$ cat src/rtl/shift_cmd_if.sv
// Command and result handshake bundle for the shift command sequencer.
// The master side offers commands and consumes results; the slave side is the sequencer.
interface shift_cmd_if;
  logic       cmd_valid;
  logic       cmd_ready;
  logic [3:0] cmd_data;
  logic [1:0] cmd_amt;
  logic       cmd_dir;
  logic [2:0] cmd_repeat;
  logic       res_valid;
  logic       res_ready;
  logic [3:0] res_data;

  modport master (
    output cmd_valid, cmd_data, cmd_amt, cmd_dir, cmd_repeat, res_ready,
    input  cmd_ready, res_valid, res_data
  );

  modport slave (
    input  cmd_valid, cmd_data, cmd_amt, cmd_dir, cmd_repeat, res_ready,
    output cmd_ready, res_valid, res_data
  );
endinterface

$ cat src/rtl/shift_cmd_sequencer.sv
// Queues shift commands and steps an external combinational barrel shifter,
// one pass per cycle, returning the final word over a valid/ready result port.
module shift_cmd_sequencer #(
  parameter int DEPTH = 4
) (
  input  logic                     clk,
  input  logic                     rst_n,
  shift_cmd_if.slave               bus,
  output logic [3:0]               shf_data,
  output logic [1:0]               shf_amt,
  output logic                     shf_dir,
  input  logic [3:0]               shf_result,
  output logic [$clog2(DEPTH):0]   fifo_level,
  output logic                     busy
);
  localparam int AW = $clog2(DEPTH);
  localparam logic [AW:0] FULL = (AW+1)'(DEPTH);

  typedef struct packed {
    logic [3:0] data;
    logic [1:0] amt;
    logic       dir;
    logic [2:0] rep;
  } cmd_t;

  typedef enum logic [1:0] {IDLE, SHIFT, HOLD} state_t;

  cmd_t          mem [DEPTH];
  cmd_t          head;
  logic [AW-1:0] wr_ptr, rd_ptr;
  logic [AW:0]   count;
  logic          push, pop;
  state_t        state;
  logic [2:0]    remaining;
  logic          res_valid_q;
  logic [3:0]    res_data_q;

  // Ready looks at occupancy only, so a pop on a full cycle never admits a push.
  assign bus.cmd_ready = (count < FULL);
  assign push          = bus.cmd_valid && bus.cmd_ready;
  assign pop           = (state == IDLE) && (count != '0);
  assign head          = mem[rd_ptr];
  assign bus.res_valid = res_valid_q;
  assign bus.res_data  = res_data_q;
  assign fifo_level    = count;
  assign busy          = (state != IDLE);

  always_ff @(posedge clk) begin
    if (push) mem[wr_ptr] <= '{data: bus.cmd_data, amt: bus.cmd_amt,
                               dir: bus.cmd_dir, rep: bus.cmd_repeat};
  end

  always_ff @(posedge clk or negedge rst_n) begin
    if (!rst_n) begin
      wr_ptr <= '0;
      rd_ptr <= '0;
      count  <= '0;
    end else begin
      if (push) wr_ptr <= wr_ptr + 1'b1;
      if (pop)  rd_ptr <= rd_ptr + 1'b1;
      if (push && !pop)      count <= count + 1'b1;
      else if (pop && !push) count <= count - 1'b1;
    end
  end

  always_ff @(posedge clk or negedge rst_n) begin
    if (!rst_n) begin
      state       <= IDLE;
      shf_data    <= '0;
      shf_amt     <= '0;
      shf_dir     <= 1'b0;
      remaining   <= '0;
      res_valid_q <= 1'b0;
      res_data_q  <= '0;
    end else begin
      case (state)
        IDLE: if (pop) begin
          shf_data  <= head.data;
          shf_amt   <= head.amt;
          shf_dir   <= head.dir;
          remaining <= head.rep;
          state     <= SHIFT;
        end
        // Shifter output feeds back into its own input for the next pass.
        SHIFT: begin
          shf_data <= shf_result;
          if (remaining == '0) begin
            res_data_q  <= shf_result;
            res_valid_q <= 1'b1;
            state       <= HOLD;
          end else begin
            remaining <= remaining - 3'd1;
          end
        end
        HOLD: if (bus.res_ready) begin
          res_valid_q <= 1'b0;
          state       <= IDLE;
        end
        default: state <= IDLE;
      endcase
    end
  end
endmodule

$ cat src/flat_wrapper.sv
// flat-port wrapper written by rule: the top's interface ports become plain ports
module shift_cmd_sequencer_flat 
#(
  parameter int DEPTH = 4
)
  (clk, rst_n, shf_data, shf_amt, shf_dir, shf_result, fifo_level, busy, bus_cmd_valid, bus_cmd_data, bus_cmd_amt, bus_cmd_dir, bus_cmd_repeat, bus_res_ready, bus_cmd_ready, bus_res_valid, bus_res_data);
  shift_cmd_if bus_i ();
  input  logic clk;
  input  logic rst_n;
  output logic [3:0] shf_data;
  output logic [1:0] shf_amt;
  output logic shf_dir;
  input  logic [3:0] shf_result;
  output logic [$clog2(DEPTH):0] fifo_level;
  output logic busy;
  input wire logic [$bits(bus_i.cmd_valid)-1:0] bus_cmd_valid;
  input wire logic [$bits(bus_i.cmd_data)-1:0] bus_cmd_data;
  input wire logic [$bits(bus_i.cmd_amt)-1:0] bus_cmd_amt;
  input wire logic [$bits(bus_i.cmd_dir)-1:0] bus_cmd_dir;
  input wire logic [$bits(bus_i.cmd_repeat)-1:0] bus_cmd_repeat;
  input wire logic [$bits(bus_i.res_ready)-1:0] bus_res_ready;
  output wire logic [$bits(bus_i.cmd_ready)-1:0] bus_cmd_ready;
  output wire logic [$bits(bus_i.res_valid)-1:0] bus_res_valid;
  output wire logic [$bits(bus_i.res_data)-1:0] bus_res_data;
  assign bus_i.cmd_valid = bus_cmd_valid;
  assign bus_i.cmd_data = bus_cmd_data;
  assign bus_i.cmd_amt = bus_cmd_amt;
  assign bus_i.cmd_dir = bus_cmd_dir;
  assign bus_i.cmd_repeat = bus_cmd_repeat;
  assign bus_i.res_ready = bus_res_ready;
  assign bus_cmd_ready = bus_i.cmd_ready;
  assign bus_res_valid = bus_i.res_valid;
  assign bus_res_data = bus_i.res_data;
  shift_cmd_sequencer #(.DEPTH(DEPTH)) u_core (.clk(clk), .rst_n(rst_n), .bus(bus_i), .shf_data(shf_data), .shf_amt(shf_amt), .shf_dir(shf_dir), .shf_result(shf_result), .fifo_level(fifo_level), .busy(busy));
endmodule
$ cat config.mk
export PLATFORM = sky130hd
export DESIGN_NAME = shift_cmd_sequencer_flat
export DESIGN_NICKNAME = d
export VERILOG_FILES = /design/src/rtl/shift_cmd_if.sv /design/src/rtl/shift_cmd_sequencer.sv /design/src/flat_wrapper.sv
export SDC_FILE = /design/constraint.sdc
export NUM_CORES = 1
export LEC_CHECK = 0
export CORE_MARGIN = 8
export CORE_UTILIZATION = 55
export CTS_BUF_LIST = sky130_fd_sc_hd__clkbuf_4 sky130_fd_sc_hd__clkbuf_8 sky130_fd_sc_hd__clkbuf_16
export CTS_CLUSTER_SIZE = 28
export DETAILED_ROUTE_END_ITERATION = 8
export PLACE_DENSITY = 0.77
export SYNTH_ARGS = -nofsm -noshare
export SYNTH_HDL_FRONTEND = slang
export SYNTH_SLANG_ARGS = --single-unit
$ cat constraint.sdc
create_clock -name clk -period 5.4 [get_ports clk]
set_clock_uncertainty 0.05 [all_clocks]
set_input_delay 0.54 -clock clk [delete_from_list [all_inputs] [get_ports clk]]
set_output_delay 0.54 -clock clk [all_outputs]
set_load 0.02 [all_outputs]
### Word-level counts from Yosys, hierarchy flattened

Memory sizes are Yosys's and may differ from the RTL's.
Cells that the tools add are included.

| storage, ports and cells | value |
|---|---|
| flip-flop bits (word level) | 24 |
| memory bits (writable) | 40 |
| word-level logic and storage cells | 58 |
| memories | 1 |

Memory list:

| name | depth | bits a word | read ports | clocked after memory_dff | wr ports | RTL line | RTL |
|---|---|---|---|---|---|---|---|
| u_core.mem | 4 | 10 | 1 | 0 | 1 | shift_cmd_sequencer.sv:28 | `cmd_t mem [DEPTH];` |

| cells by class | value |
|---|---|
| add/sub/neg operators | 5 |
| magnitude comparators | 1 |
| equality and inequality tests | 6 |
| mux-type cells | 16 |
| reductions and logical operators | 19 |

Operators by type and width:

| kind | count |
|---|---|
| $mux 3 | 4 |
| $reduce_and 3->1 | 3 |
| $pmux 4 s2 | 1 |
| $reduce_bool 2->1 | 4 |
| $mux 2 | 3 |
| $pmux 2 s3 | 1 |
| $pmux 3 s2 | 1 |
| $reduce_and 2->1 | 3 |
| $sub 3x1->3 const B | 2 |
| $add 2x1->2 const B | 2 |
| $logic_and 1x1->1 | 4 |
| $mux 1 | 4 |
| $mux 4 | 1 |
| $ne 2x1->1 const B | 2 |
| $ne 2x2->1 const B | 2 |
| $add 3x1->3 const B | 1 |
| $logic_not 3->1 | 1 |
| $lt 3x3->1 const B | 1 |
| $reduce_bool 3->1 | 1 |
| $eq 2x1->1 const B | 1 |
| $eq 2x2->1 const B | 1 |
| $logic_not 1->1 | 2 |
| $logic_not 2->1 | 1 |
| $pmux 1 s2 | 1 |

### Logic depth before layout (Yosys ltp)

| logic depth | value |
|---|---|
| depth after elaboration | 6 |
| mapped depth | 11 |

### Worst setup path after synthesis

No wires, ideal clock.

| path | value |
|---|---|
| kind | register -> register |
| start point | register u_core.state[1] |
| end point | register u_core.count[1] (netlist: u_core.fifo_level[1]) |
| library setup time | 125 ps |
| data arrival time | 2101 ps |
| path slack | 3124 ps |
| stages on the path, launching flop included | 10 |
| period minus slack after synthesis | 2276 ps |
| path through | dfrtp_1 buf_6 or2_0 buf_2 or2_1 buf_6 ha_1 inv_1 fa_1 mux2_2 |

| on the way | value |
|---|---|
| cells in the longest elaborated chain, start to end | 5 |
| elaborated cells between the ends (all ways) | 7 |

RTL lines:

| element | RTL line | RTL |
|---|---|---|
| from (decl) | shift_cmd_sequencer.sv:33 | `state_t state;` |
| from (signal assigned) | shift_cmd_sequencer.sv:68 | `state <= IDLE;` |
| from (signal assigned) | shift_cmd_sequencer.sv:82 | `state <= SHIFT;` |
| from (signal assigned) | shift_cmd_sequencer.sv:90 | `state <= HOLD;` |
| $logic_not 2->1 (*) | shift_cmd_sequencer.sv:41 | `assign pop = (state == IDLE) && (count != '0);` |
| $logic_and 1x1->1 (*) | shift_cmd_sequencer.sv:41 |  |
| $logic_not 1->1 | shift_cmd_sequencer.sv:61 | `if (push && !pop) count <= count + 1'b1;` |
| $logic_and 1x1->1 | shift_cmd_sequencer.sv:61 |  |
| $mux 3 / $reduce_bool 2->1 (equally long branches) | n/a |  |
| to (signal assigned) | shift_cmd_sequencer.sv:61 |  |
| to (signal assigned) | shift_cmd_sequencer.sv:62 | `else if (pop && !push) count <= count - 1'b1;` |
| to (decl) | shift_cmd_sequencer.sv:31 | `logic [AW:0] count;` |

Every way passes the cells marked *; elsewhere a longest branch is shown, timed or not.
A chain may end at the register's enable or synchronous reset.

### Worst setup path in the final report

| path | value |
|---|---|
| start point | register u_core.count[2] (netlist: u_core.fifo_level[2]) |
| end point | register u_core.count[2] (netlist: u_core.fifo_level[2]) |

| on the way | value |
|---|---|
| cells in the longest elaborated chain, start to end | 5 |
| elaborated cells between the ends (all ways) | 13 |

RTL lines:

| element | RTL line |
|---|---|
| $lt 3x3->1 / $reduce_bool 3->1 (equally long branches) | shift_cmd_sequencer.sv:39, shift_cmd_sequencer.sv:41 |
| $logic_and 1x1->1, on equally long branches | shift_cmd_sequencer.sv:40, shift_cmd_sequencer.sv:41 |
| $logic_not 1->1, on equally long branches | shift_cmd_sequencer.sv:62, shift_cmd_sequencer.sv:61 |
| $logic_and 1x1->1, on equally long branches | shift_cmd_sequencer.sv:62, shift_cmd_sequencer.sv:61 |
| $reduce_bool 2->1 (no source line) / $mux 3 (equally long branches) | n/a |

Several ways; a longest one is shown, not always the timed one. The select of a mux whose other input is x is not followed.

==> metrics <==
HP Class reg2reg; sequential fraction of the synthesis area 68.3%; fin. max-slew vios 0; WHS Path Cells 1; row count 25; status complete, no violations; vias per inst 5.58; Hold WS 0.431 ns; fraction of layout cells with a size suffix above 1 19.0%; CTS tree built; post-synth top area cell edfxtp_1; CP max FO 7; Final min period 2.60 ns; Area Overhead vs Synth 21.3%; worst slew pin tran 1.10 ns; Resized cells post-CTS 0; Fin Setup TNS 0 ns; FFs w/ async S/R, synth 37.5%; CTS sink count 64; DP Wirelength 3290 µm; library cells used by synthesis 36; H-Tree Level Count 3; final setup fails 0; core area 0.00466 mm²; filler cell count 311; final total power 1.88 mW; Final WS setup 2.80 ns; via count 1417; Final GP Congestion 0.811; Mapped Cells 157; Primary FF master, synth edfxtp_1; largest cells by area after synthesis edfxtp_1 (46%), dfrtp_1 (23%), mux4_2 (8.5%), ha_1 (3.3%), mux2_2 (2.1%); CTS root buf clkbuf_8; Max Clock Freq 0.385 GHz; initial antenna violation count 0; Initial Utilization 56.6%; die height 85.3 µm; Post-Place Worst Slack 2.75 ns; Pleak 1.21 nW; clock-pin slew on the worst setup and hold paths 0.07 ns; GRT overflow 0; synthesized net count 183; Hold Path End u_core.bus.res_valid; Pwr Density 586 mW/mm²; wire length per cell 18.4 µm; area of the multi-input gates 756 µm²; post-synthesis register bit count 64; maximum VDD drop 0.000287 V; CTS hold repair buffers 0; RSZ-0062 raised after global routing no; drt total wl 4670 µm; Hold Startpoint u_core.bus.res_valid; Worst-Skew Late Latency 0.33 ns; crit share post-route 48.1%; R2R setup slack 2.80 ns; Critical Path Sink Type flip-flop; startpoint types flip-flop; Die Wd 85.3 µm; First DRT Iteration DRCs 98; clk buf depth 2; Max Cap Violations 0; first-pass iteration count of the detailed router 4; Post-synth EDFFs 40; worst reg2reg path depth 8; Syn Area/Cell 16.8 µm²; total track usage 14.4%; Nets 221; Worst EP arrival 2.80 ns; Yosys warnings 0; Seq. cell area 0.00180 mm²; final number of hold-violating endpoints 0; first-pass GRT wire length 7680 µm; Critical R2R Capture u_core.fifo_level[2]; synthesized cell area 0.00264 mm²; Antenna Nets Post-Route 0; FF-to-FF Start u_core.fifo_level[2]; critical path type reg2reg; DRC Markers 0; largest net degree at the start of global routing 25; vias in the first global route 1563; Num CTS Buffers 9; Critical Path RT 5.60 ns; I/O pin cnt 35; Post-CTS Setup Bufs 0; I/O Buffers 34; ANT cells 0; Die Area 0.00727 mm²; relative slew slack 26.1%; Synth top area share 45.5%
area by class of cell:
type / count / share of cell area (%)
Timing Repair Buffer: 34 / 10.6
Multi-Input combinational cell: 77 / 23.6
Inverter: 9 / 1.06
Clock buffer: 14 / 5.98
Clock inverter: 2 / 0.313
Tap cell: 54 / 2.11
Sequential cell: 64 / 56.3
worst max-delay path, cell delays in order, from the launching register on:
cell and delay [ns]:
dfrtp_1 0.43, nor3_1 0.49, or2_1 0.44, ha_1 0.26, inv_1 0.06, fa_1 0.37, xor2_1 0.17, nor2_1 0.12
xnor2_1 0.13
cell families (layout without fill, tap and decap cells):
kind of cell    count (synthesis)  after routing  synth area share [%]
buf+inv                        16             59                  3.04
simple gates                   24             24                  5.12
mux                            18             18                  12.4
flops                          64             64                  68.3
compound gates                 21             21                  5.08
xor+xnor                        6              6                  1.99
fa+ha+maj                       8              8                  4.08
cell usage after synthesis (3+ instances only):
cell type  instances
mux2_2             5
edfxtp_1          40
and2_1             4
xnor2_1            4
dfrtp_1           24
o22ai_1            4
mux2_4             3
ha_1               7
clkbuf_1           3
mux4_2            10
nand3_1            3
inv_1              9
o21ai_0            9
report_power, final:
group / switching (mW) / internal (mW) / leakage [nW]
registers: 0.117 / 0.664 / 0.644
clock network: 0.169 / 0.229 / 0.108
logic: 0.327 / 0.371 / 0.454
worst max path at each step:
stage	start	endpoint	slack, ns	cells after the start
floorplan	u_core.state[1]	u_core.fifo_level[1]	3.12	9
global placement	bus_cmd_valid	u_core.fifo_level[2]	2.85	8
detailed placement	bus_cmd_valid	u_core.fifo_level[2]	2.75	8
CTS	u_core.fifo_level[1]	u_core.fifo_level[2]	2.77	8
global route	u_core.fifo_level[1]	u_core.fifo_level[2]	2.58	8
finish	u_core.fifo_level[2]	u_core.fifo_level[2]	2.80	8
layer usage:
metal / GRT usage [%] / wire (µm) / up-vias
li1: - / - / 664
met1: 15.2 / 1980 / 711
met3: 6.37 / 261 / 7
met4: 6.85 / 53 / 0
met2: 24.2 / 2370 / 35
met5: 0 / 0 / -
per-stage QoR:
| stage | utilization [%] | instance area (µm²) | cells |
|---|---|---|---|
| 2_1_floorplan | - | 2640 | 157 |
| 3_3_place_gp | 64.3 | 3000 | 238 |
| 3_5_place_dp | 64.3 | 3000 | 238 |
| 4_1_cts | 68.7 | 3200 | 254 |
| 5_1_grt | 68.7 | 3200 | 254 |
| 6_report | 68.7 | 3200 | 254 |
layout by cell type (no fill, tap or decap), types with 3 or more instances in the layout:
cell             netlist  routed
clkbuf_8               0      11
mux2_2                 5       5
dfrtp_1               24      24
mux2_4                 3       3
mux4_2                10      10
xnor2_1                4       4
ha_1                   7       7
and2_1                 4       4
nand3_1                3       3
edfxtp_1              40      40
inv_1                  9       9
o21ai_0                9       9
o22ai_1                4       4
clkdlybuf4s50_1        0      34
sequential cells by signal, summed over array words and instances (netlist names):
signal,count
u_core.wr_ptr,2
u_core.state,2
u_core.bus.res_valid,1
u_core.shf_dir,1
u_core.bus.res_data,4
u_core.shf_data,4
u_core.remaining,3
u_core.fifo_level,3
u_core.mem,40
u_core.shf_amt,2
u_core.rd_ptr,2
Note: power is estimated with default switching activity, not from simulation.
